--- src/rtl/onehot_pulse_decoder.sv ---
// Binary index to one-hot strobe held for HOLD cycles, with done pulse.
// Optional one-entry skid buffer enabled by defining ONEHOT_DEC_SKID_EN.
module onehot_pulse_decoder #(
    parameter int W    = 2,
    parameter int HOLD = 3
) (
    input  logic             clk,
    input  logic             rst,
    input  logic [W-1:0]     in_code,
    input  logic             in_valid,
    output logic             in_ready,
    output logic [2**W-1:0]  out_onehot,
    output logic             out_valid,
    output logic             done
);
    localparam int N  = 2**W;
    localparam int CW = $clog2(HOLD+1);
    localparam logic [CW-1:0] CNT_LOAD = CW'(HOLD-1);

    if (HOLD < 1) begin : g_hold_chk
        $error("onehot_pulse_decoder: HOLD must be 1 or more");
    end

    typedef enum logic {
        IDLE   = 1'b0,
        ACTIVE = 1'b1
    } state_t;

    state_t          r_state, w_state_n;
    logic [CW-1:0]   r_cnt, w_cnt_n;
    logic [N-1:0]    r_oh, w_oh_n;
    logic            r_val, w_val_n;
    logic            r_done, w_done_n;
    logic            w_xfer;

`ifdef ONEHOT_DEC_SKID_EN
    logic [W-1:0]    r_pend_code, w_pend_code_n;
    logic            r_pend_full, w_pend_full_n;
`endif

    always_comb begin
        unique case (r_state)
            IDLE:    in_ready = 1'b1;
`ifdef ONEHOT_DEC_SKID_EN
            ACTIVE:  in_ready = !r_pend_full;
`else
            ACTIVE:  in_ready = 1'b0;
`endif
            default: in_ready = 1'b0;
        endcase
    end

    assign w_xfer = in_valid & in_ready;

    always_comb begin
        w_state_n = r_state;
        w_cnt_n   = r_cnt;
        w_oh_n    = r_oh;
        w_val_n   = r_val;
        w_done_n  = 1'b0;
`ifdef ONEHOT_DEC_SKID_EN
        w_pend_code_n = r_pend_code;
        w_pend_full_n = r_pend_full;
`endif
        unique case (r_state)
            IDLE: begin
                if (w_xfer) begin
                    w_oh_n    = N'(1) << in_code;
                    w_val_n   = 1'b1;
                    w_cnt_n   = CNT_LOAD;
                    w_state_n = ACTIVE;
                end
            end
            ACTIVE: begin
                if (r_cnt != '0) begin
                    w_cnt_n = r_cnt - 1'b1;
`ifdef ONEHOT_DEC_SKID_EN
                    if (w_xfer) begin
                        w_pend_code_n = in_code;
                        w_pend_full_n = 1'b1;
                    end
`endif
                end else begin
                    w_done_n = 1'b1;
`ifdef ONEHOT_DEC_SKID_EN
                    // Back-to-back reload keeps out_valid high with no gap.
                    if (r_pend_full) begin
                        w_oh_n        = N'(1) << r_pend_code;
                        w_cnt_n       = CNT_LOAD;
                        w_pend_full_n = 1'b0;
                    end else if (w_xfer) begin
                        w_oh_n  = N'(1) << in_code;
                        w_cnt_n = CNT_LOAD;
                    end else begin
                        w_oh_n    = '0;
                        w_val_n   = 1'b0;
                        w_state_n = IDLE;
                    end
`else
                    w_oh_n    = '0;
                    w_val_n   = 1'b0;
                    w_state_n = IDLE;
`endif
                end
            end
            default: begin
                w_state_n = IDLE;
                w_cnt_n   = '0;
                w_oh_n    = '0;
                w_val_n   = 1'b0;
            end
        endcase
    end

    always_ff @(posedge clk or posedge rst) begin
        if (rst) begin
            r_state <= IDLE;
            r_cnt   <= '0;
            r_oh    <= '0;
            r_val   <= 1'b0;
            r_done  <= 1'b0;
        end else begin
            r_state <= w_state_n;
            r_cnt   <= w_cnt_n;
            r_oh    <= w_oh_n;
            r_val   <= w_val_n;
            r_done  <= w_done_n;
        end
    end

`ifdef ONEHOT_DEC_SKID_EN
    always_ff @(posedge clk or posedge rst) begin
        if (rst) begin
            r_pend_code <= '0;
            r_pend_full <= 1'b0;
        end else begin
            r_pend_code <= w_pend_code_n;
            r_pend_full <= w_pend_full_n;
        end
    end
`endif

    assign out_onehot = r_oh;
    assign out_valid  = r_val;
    assign done       = r_done;

endmodule
--- config.mk ---
export PLATFORM = sky130hd
export DESIGN_NAME = onehot_pulse_decoder
export DESIGN_NICKNAME = d
export VERILOG_FILES = /design/src/rtl/onehot_pulse_decoder.sv
export SDC_FILE = /design/constraint.sdc
export NUM_CORES = 1
export LEC_CHECK = 0
export CAP_MARGIN = 10
export CORE_AREA = 2 2 39 41
export DETAILED_ROUTE_END_ITERATION = 16
export DIE_AREA = 0 0 41 43
export HOLD_SLACK_MARGIN = 0.06
export PLACE_DENSITY = 0.54
export SLEW_MARGIN = 25
export SYNTH_ARGS = -nofsm -noshare
export SYNTH_HDL_FRONTEND = slang
export SYNTH_SLANG_ARGS = --single-unit
--- constraint.sdc ---
create_clock -name clk -period 3.53 [get_ports clk]
set_clock_uncertainty 0.05 [all_clocks]
set_input_delay 0.706 -clock clk [delete_from_list [all_inputs] [get_ports clk]]
set_output_delay 0.706 -clock clk [all_outputs]
set_load 0.01 [all_outputs]
**Word level (Yosys, flattened, before mapping)**

Cells that the tools add are included.
W data, S select, Z words.

- $add $sub $neg: 1
- Eq/ne operators: 3
- Shifts and indexed selects: 1
- Muxes and demuxes: 15
- Bitwise logic cells: 2
- Reductions and logical operators: 3

Operator list:

| kind | count |
|---|---|
| $mux W4 | 2 |
| $pmux W4 S2 | 1 |
| $mux W1 | 6 |
| $pmux W1 S2 | 3 |
| $mux W2 | 2 |
| $ne A2 B2 Y1 const B | 2 |
| $pmux W2 S2 | 1 |
| $reduce_and A2 Y1 | 2 |
| $shl A1 B2 Y4 const A | 1 |
| $ne A2 B1 Y1 const B | 1 |
| $reduce_bool A2 Y1 | 1 |
| $sub A2 B1 Y2 const B | 1 |
| $and A1 B1 Y1 | 1 |
| $not A1 Y1 | 1 |

- Register bits: 9
- Output and inout bits: 7
- Logic and storage cells: 30

**Logic depth before layout (Yosys ltp)**

Gate-level depths: netlist of run 1.

- Word-level depth: 5
- Mapped depth: 5
- Mapped depth without buffers: 5

**Least setup slack after synthesis of run 1**

No wires, ideal clock.

- Kind: register -> output
- Start: register r_state
- End: output in_ready
- Data arrival time: 521 ps
- Required time: 2774 ps
- Slack: 2253 ps
- Stages on the path, launching flop included: 2
- Path buffers: 0
- Cells stage by stage: dfrtp_1 inv_2

- Word-level cells in the longest chain between the ends: 2

RTL lines:

| what | RTL line | text |
|---|---|---|
| from (decl) | 29 | `state_t r_state, w_state_n;` |
| from (signal assigned) | 123 | `r_state <= w_state_n;` |
| $not A1 Y1 | 42 | `unique case (r_state)` |
| $pmux W1 S2 * | 42 |  |
| to (decl) | 11 | `output logic in_ready,` |

Mark *: on every way between the ends. The rest lies on a longest branch, timed or not.

**Worst setup path after layout of run 1**

Same ends and word-level chain as after synthesis.

==> results.tsv, run 1 <==
metric	value	unit
status	complete, no violations	
gp_congestion	0.711	
placed_area	515	um^2
p_per_area	838	mW/mm^2
design_area	542	um^2
synth_common_cells	9 x dfrtp_1, 6 x inv_1, 3 x o21ai_0	
postCtsSetupRepairBufs	0	
setup_violations	0	
leakage	0.261	nW
avgSynthCellArea	11.0	um^2
rows	14	
grt_max_degree	10	
hold_viol	0	
worstPathRequired	2.77	ns
hp-class	reg2reg	
synth-async-reset-ratio	1.00	
worst_setup_path_end_kind	primary output	
drc	0	
crit_arrival	1.35	ns
synth_area_leaders	dfrtp_1 58%, ha_1 6.5%, inv_1 5.8%, a22o_1 4.5%, o21ai_0 3.9%	
drtIter0Drc	5	
path_class	reg2out	
grt_pass1_wl	1.30	mm
first_global_vias	297	
cts.clk_slew.worst_paths	0.06	ns
fin_util	0.392	
cts-resized-gates	0	
ant_nets	0	
fin_cells	66	
fin_crit	2.11	ns
syn_nets	42	
synthCells	35	
synth_warnings	0	
port-buffer-count	11	
grt_setup_unrepaired	no	
layout-drive-gt1-share	0.120	
synth_seq_cells	9	
htreeDepth	1	
fmax	474	MHz
pin_count	12	
setup_slack	1.42	ns
synth_cell_type_count	16	
syn_to_final_growth	40.6	%
synth_top_area_share	0.584	
critPathMaxStageDelay	0.53	ns
vias_per_cell	4.59	
place_ws	1.70	ns
vias	303	
cts_sinks	9	
clk_path_buf_depth	2	
fill_cells	147	
setup_tns	0	ns
ir_drop	0.296	mV
finalCritPeriodShare	0.597	
finalWirelength	736	um
coreArea	0.00138	mm^2
hpwlAfterDp	590	um
synth.most_common_cell	dfrtp_1	
critPathTopFamily	buffers and inverters	
die_w	41	um
numCtsBuffers	3	
crit_slowest_cell	clkdlybuf4s50_1	
clk_latency	0.25	ns
grt_overflow	0	
synth_edf_count	0	
cp_max_fo	6	
dpl.cell_count	62	
synth_top_area_cell	dfrtp_1	
syn-cell-area	385	um^2
hold_buffers	0	
start_kind	flip-flop	
slew_headroom	0.782	
floorplan.initialDensity	0.278	
ys.flop_type	dfrtp_1	
synth_seq_area_share	0.584	
tightest_slew	0.318	ns
wl_per_cell	11.2	um
cp_cell_sequence	inv_2 -> clkdlybuf4s50_1	
slew_violations	0	
die_y	43	um
nets	58	
cts-root-buf	clkbuf_4	
antenna_found_initial	0	
cts_tree	done	
diodes	0	
path_buf_inv	2	
dr.pass1.iters	2	
grtUsageTotal	0.113	
timing.max_cap.violations	0	
design.die.area	0.00176	mm^2
layout make-up:
class	instances	area (um^2)	share of cell area
inverters	7	26.3	0.0485
repair buffers	11	110	0.203
well taps	16	20.0	0.0370
flip-flops and latches	9	225	0.416
multi-input cells	19	134	0.247
clock buffers	4	26.3	0.0485
layer usage:
metal	vias to the layer above	GRT usage	part of all wire
li1	148	-	-
met1	147	0.141	0.45
met2	6	0.159	0.49
met3	2	0.0314	0.034
met4	0	0.0800	0.022
met5	-	0	0
cell usage in the layout, fill, tap and decap left out:
master           instances
dfrtp_1                  9
nor2_1                   2
nand3_1                  1
and2_4                   1
o31ai_1                  1
nor3b_1                  1
clkbuf_1                 1
clkdlybuf4s50_1         11
nor2_2                   1
inv_1                    6
nand2_1                  2
inv_2                    1
clkbuf_4                 3
o22ai_1                  1
o21ai_0                  3
mux2i_1                  1
a22o_1                   2
o32a_1                   1
ha_1                     2
stage by stage:
| stage | hold slack [ns] | power (mW) |
|---|---|---|
| 4_1_cts | 0.436 | 0.462 |
| 2_1_floorplan | 0.397 | 0.287 |
| 6_report | 0.431 | 0.454 |
| 5_1_grt | 0.457 | 0.497 |
| 3_5_place_dp | 0.423 | 0.380 |
| 3_3_place_gp | 0.419 | 0.378 |
state kept, by name (all words and copies together), names as in the netlist:
register	cells
r_cnt	2
done	1
out_valid	1
out_onehot	4
r_state	1
kinds of logic after synthesis:
logic type      synth area share
simple gates               0.110
flops                      0.584
compound gates             0.146
buf+inv                   0.0682
fa+ha+maj                 0.0649
mux                       0.0260
path summary, 6_finish.rpt:
check | from | endpoint | slack [ns] | cells after the start
max in group asynchronous | rst | r_state | 2.52 | 2
min reg2reg | out_onehot[3] | out_onehot[3] | 0.43 | 2
min in group asynchronous | rst | out_onehot[2] | 0.66 | 2
min | out_onehot[3] | out_onehot[3] | 0.43 | 2
max | r_state | in_ready | 1.42 | 2
max reg2reg | r_cnt[0] | out_onehot[0] | 2.29 | 4
report_power, final:
part	internal [mW]	total (mW)	switching, mW
clock network	0.0435	0.0793	0.0358
logic	0.110	0.197	0.0864
registers	0.147	0.178	0.0306
total	0.301	0.454	0.153
tightest hold or removal path, stage by stage (launching register included):
cell	delay, ns
dfrtp_1	0.34
nand2_1	0.04
o21ai_0	0.06
Power figures use the tool's default switching activity.
==> run 2, diff against run 1 <==
- PLACE_DENSITY: 0.54 -> 0.56
- clock period: 3.53 -> 1.7 ns (I/O delays scaled with it)
==> results.tsv, run 2 (synthesized netlist as in run 1, its figures left out) <==
metric	value	unit	change
fin_util	0.392		unchanged
drtIter0Drc	4		was 5
gp_congestion	0.682		was 0.711
layout-drive-gt1-share	0.140		was 0.120
grtUsageTotal	0.118		was 0.113
cp_max_fo	3		was 6
worst_setup_path_end_kind	primary output		unchanged
critPathTopFamily	buffers and inverters		unchanged
antenna_found_initial	0		unchanged
hold_viol	0		unchanged
die_y	43	um	unchanged
diodes	0		unchanged
setup_slack	0.141	ns	was 1.42 ns
start_kind	flip-flop		unchanged
hpwlAfterDp	579	um	was 590 um
nets	58		unchanged
postCtsSetupRepairBufs	0		unchanged
cp_cell_sequence	clkdlybuf4s50_1		was inv_2 -> clkdlybuf4s50_1
fill_cells	152		was 147
ant_nets	0		unchanged
ir_drop	0.557	mV	was 0.296 mV
cts.clk_slew.worst_paths	0.07	ns	was 0.06 ns
path_class	reg2out		unchanged
setup_tns	0	ns	unchanged
timing.max_cap.violations	0		unchanged
vias	297		was 303
leakage	0.263	nW	was 0.261 nW
fin_crit	1.56	ns	
final_common_cell	clkdlybuf4s50_1		unchanged
cts_sinks	9		unchanged
port-buffer-count	11		unchanged
worstPathRequired	1.31	ns	was 2.77 ns
tightest_slew	0.322	ns	was 0.318 ns
floorplan.initialDensity	0.278		unchanged
dr.pass1.iters	4		was 2
grt_max_degree	10		unchanged
first_global_vias	271		was 297
design.die.area	0.00176	mm^2	unchanged
slew_headroom	0.779		was 0.782
critPathMaxStageDelay	0.54	ns	was 0.53 ns
fmax	642	MHz	
die_w	41	um	unchanged
drc	0		unchanged
setup_violations	0		unchanged
finalCritPeriodShare	0.917		
grt_overflow	0		unchanged
cts-root-buf	clkbuf_4		unchanged
fin_cells	66		unchanged
crit_arrival	1.17	ns	was 1.35 ns
numCtsBuffers	3		unchanged
rows	14		unchanged
cts_tree	done		unchanged
place_ws	0.237	ns	was 1.70 ns
dpl.cell_count	62		unchanged
coreArea	0.00138	mm^2	unchanged
htreeDepth	1		unchanged
vias_per_cell	4.50		was 4.59
p_per_area	1730	mW/mm^2	was 838 mW/mm^2
pin_count	12		unchanged
path_buf_inv	1		was 2
wl_per_cell	11.6	um	was 11.2 um
mostFrequentLayoutCells	10 x clkdlybuf4s50_1, 8 x dfrtp_1, 6 x inv_1, 3 x o21ai_0, 3 x clkbuf_4		was 11 x clkdlybuf4s50_1, 9 x dfrtp_1, 6 x inv_1, 3 x o21ai_0, 3 x clkbuf_4
crit_slowest_cell	clkdlybuf4s50_1		unchanged
finalWirelength	767	um	was 736 um
clk_latency	0.26	ns	was 0.25 ns
hold_buffers	0		unchanged
grt_setup_unrepaired	no		unchanged
cts-resized-gates	2		was 0
grt_pass1_wl	1.24	mm	was 1.30 mm
syn_to_final_growth	40.6	%	unchanged
largest_reg_flops	4		unchanged
status	complete, no violations		unchanged
hp-class	in2async		was reg2reg
slew_violations	0		unchanged
clk_path_buf_depth	2		unchanged
## run 2: path summary, 6_finish.rpt
check / to / start / slack [ns] / cells past startpoint
min: out_onehot[0] / rst / 0.29 / 2
max in group asynchronous: r_state / rst / 1.04 / 2
max: out_valid / out_valid / 0.14 / 1
max reg2reg: r_cnt[0] / r_cnt[0] / 0.45 / 5
min reg2reg: out_onehot[1] / out_onehot[1] / 0.43 / 2
min in group clk: out_onehot[1] / out_onehot[1] / 0.43 / 2
## run 2: per-stage QoR
| stage | hold slack, ns | cell area, um^2 | power (mW) |
|---|---|---|---|
| 6_report | 0.292 | 542 | 0.939 |
| 4_1_cts | 0.306 | 542 | 0.954 |
| 3_3_place_gp | 0.417 | 515 | 0.778 |
| 5_1_grt | 0.312 | 542 | 1.03 |
| 2_1_floorplan | 0.118 | 385 | 0.595 |
| 3_5_place_dp | 0.422 | 515 | 0.788 |
## run 2: where the power goes
part	internal [mW]	total (mW)	switching (mW)
combinational	0.222	0.404	0.182
sequential	0.308	0.370	0.0620
clock	0.0903	0.166	0.0752
## run 2: area by class of cell
cell class | count | area (um^2) | share of cell area
sequential | 9 | 226 | 0.418
multi-input combinational | 19 | 134 | 0.247
timing repair buffer | 11 | 109 | 0.201
clock buffer | 4 | 26.3 | 0.0485
inverter | 7 | 26.3 | 0.0485
tap | 16 | 20.0 | 0.0370
## run 2: routing by layer
| metal | vias up | share of wire | global-route usage | routed length [um] |
|---|---|---|---|---|
| met3 | 0 | 0.069 | 0.0785 | 53 |
| met5 | - | 0 | 0 | 0 |
| met4 | 0 | 0 | 0.0800 | 0 |
| met2 | 13 | 0.45 | 0.156 | 344 |
| li1 | 148 | - | - | - |
| met1 | 136 | 0.48 | 0.132 | 369 |
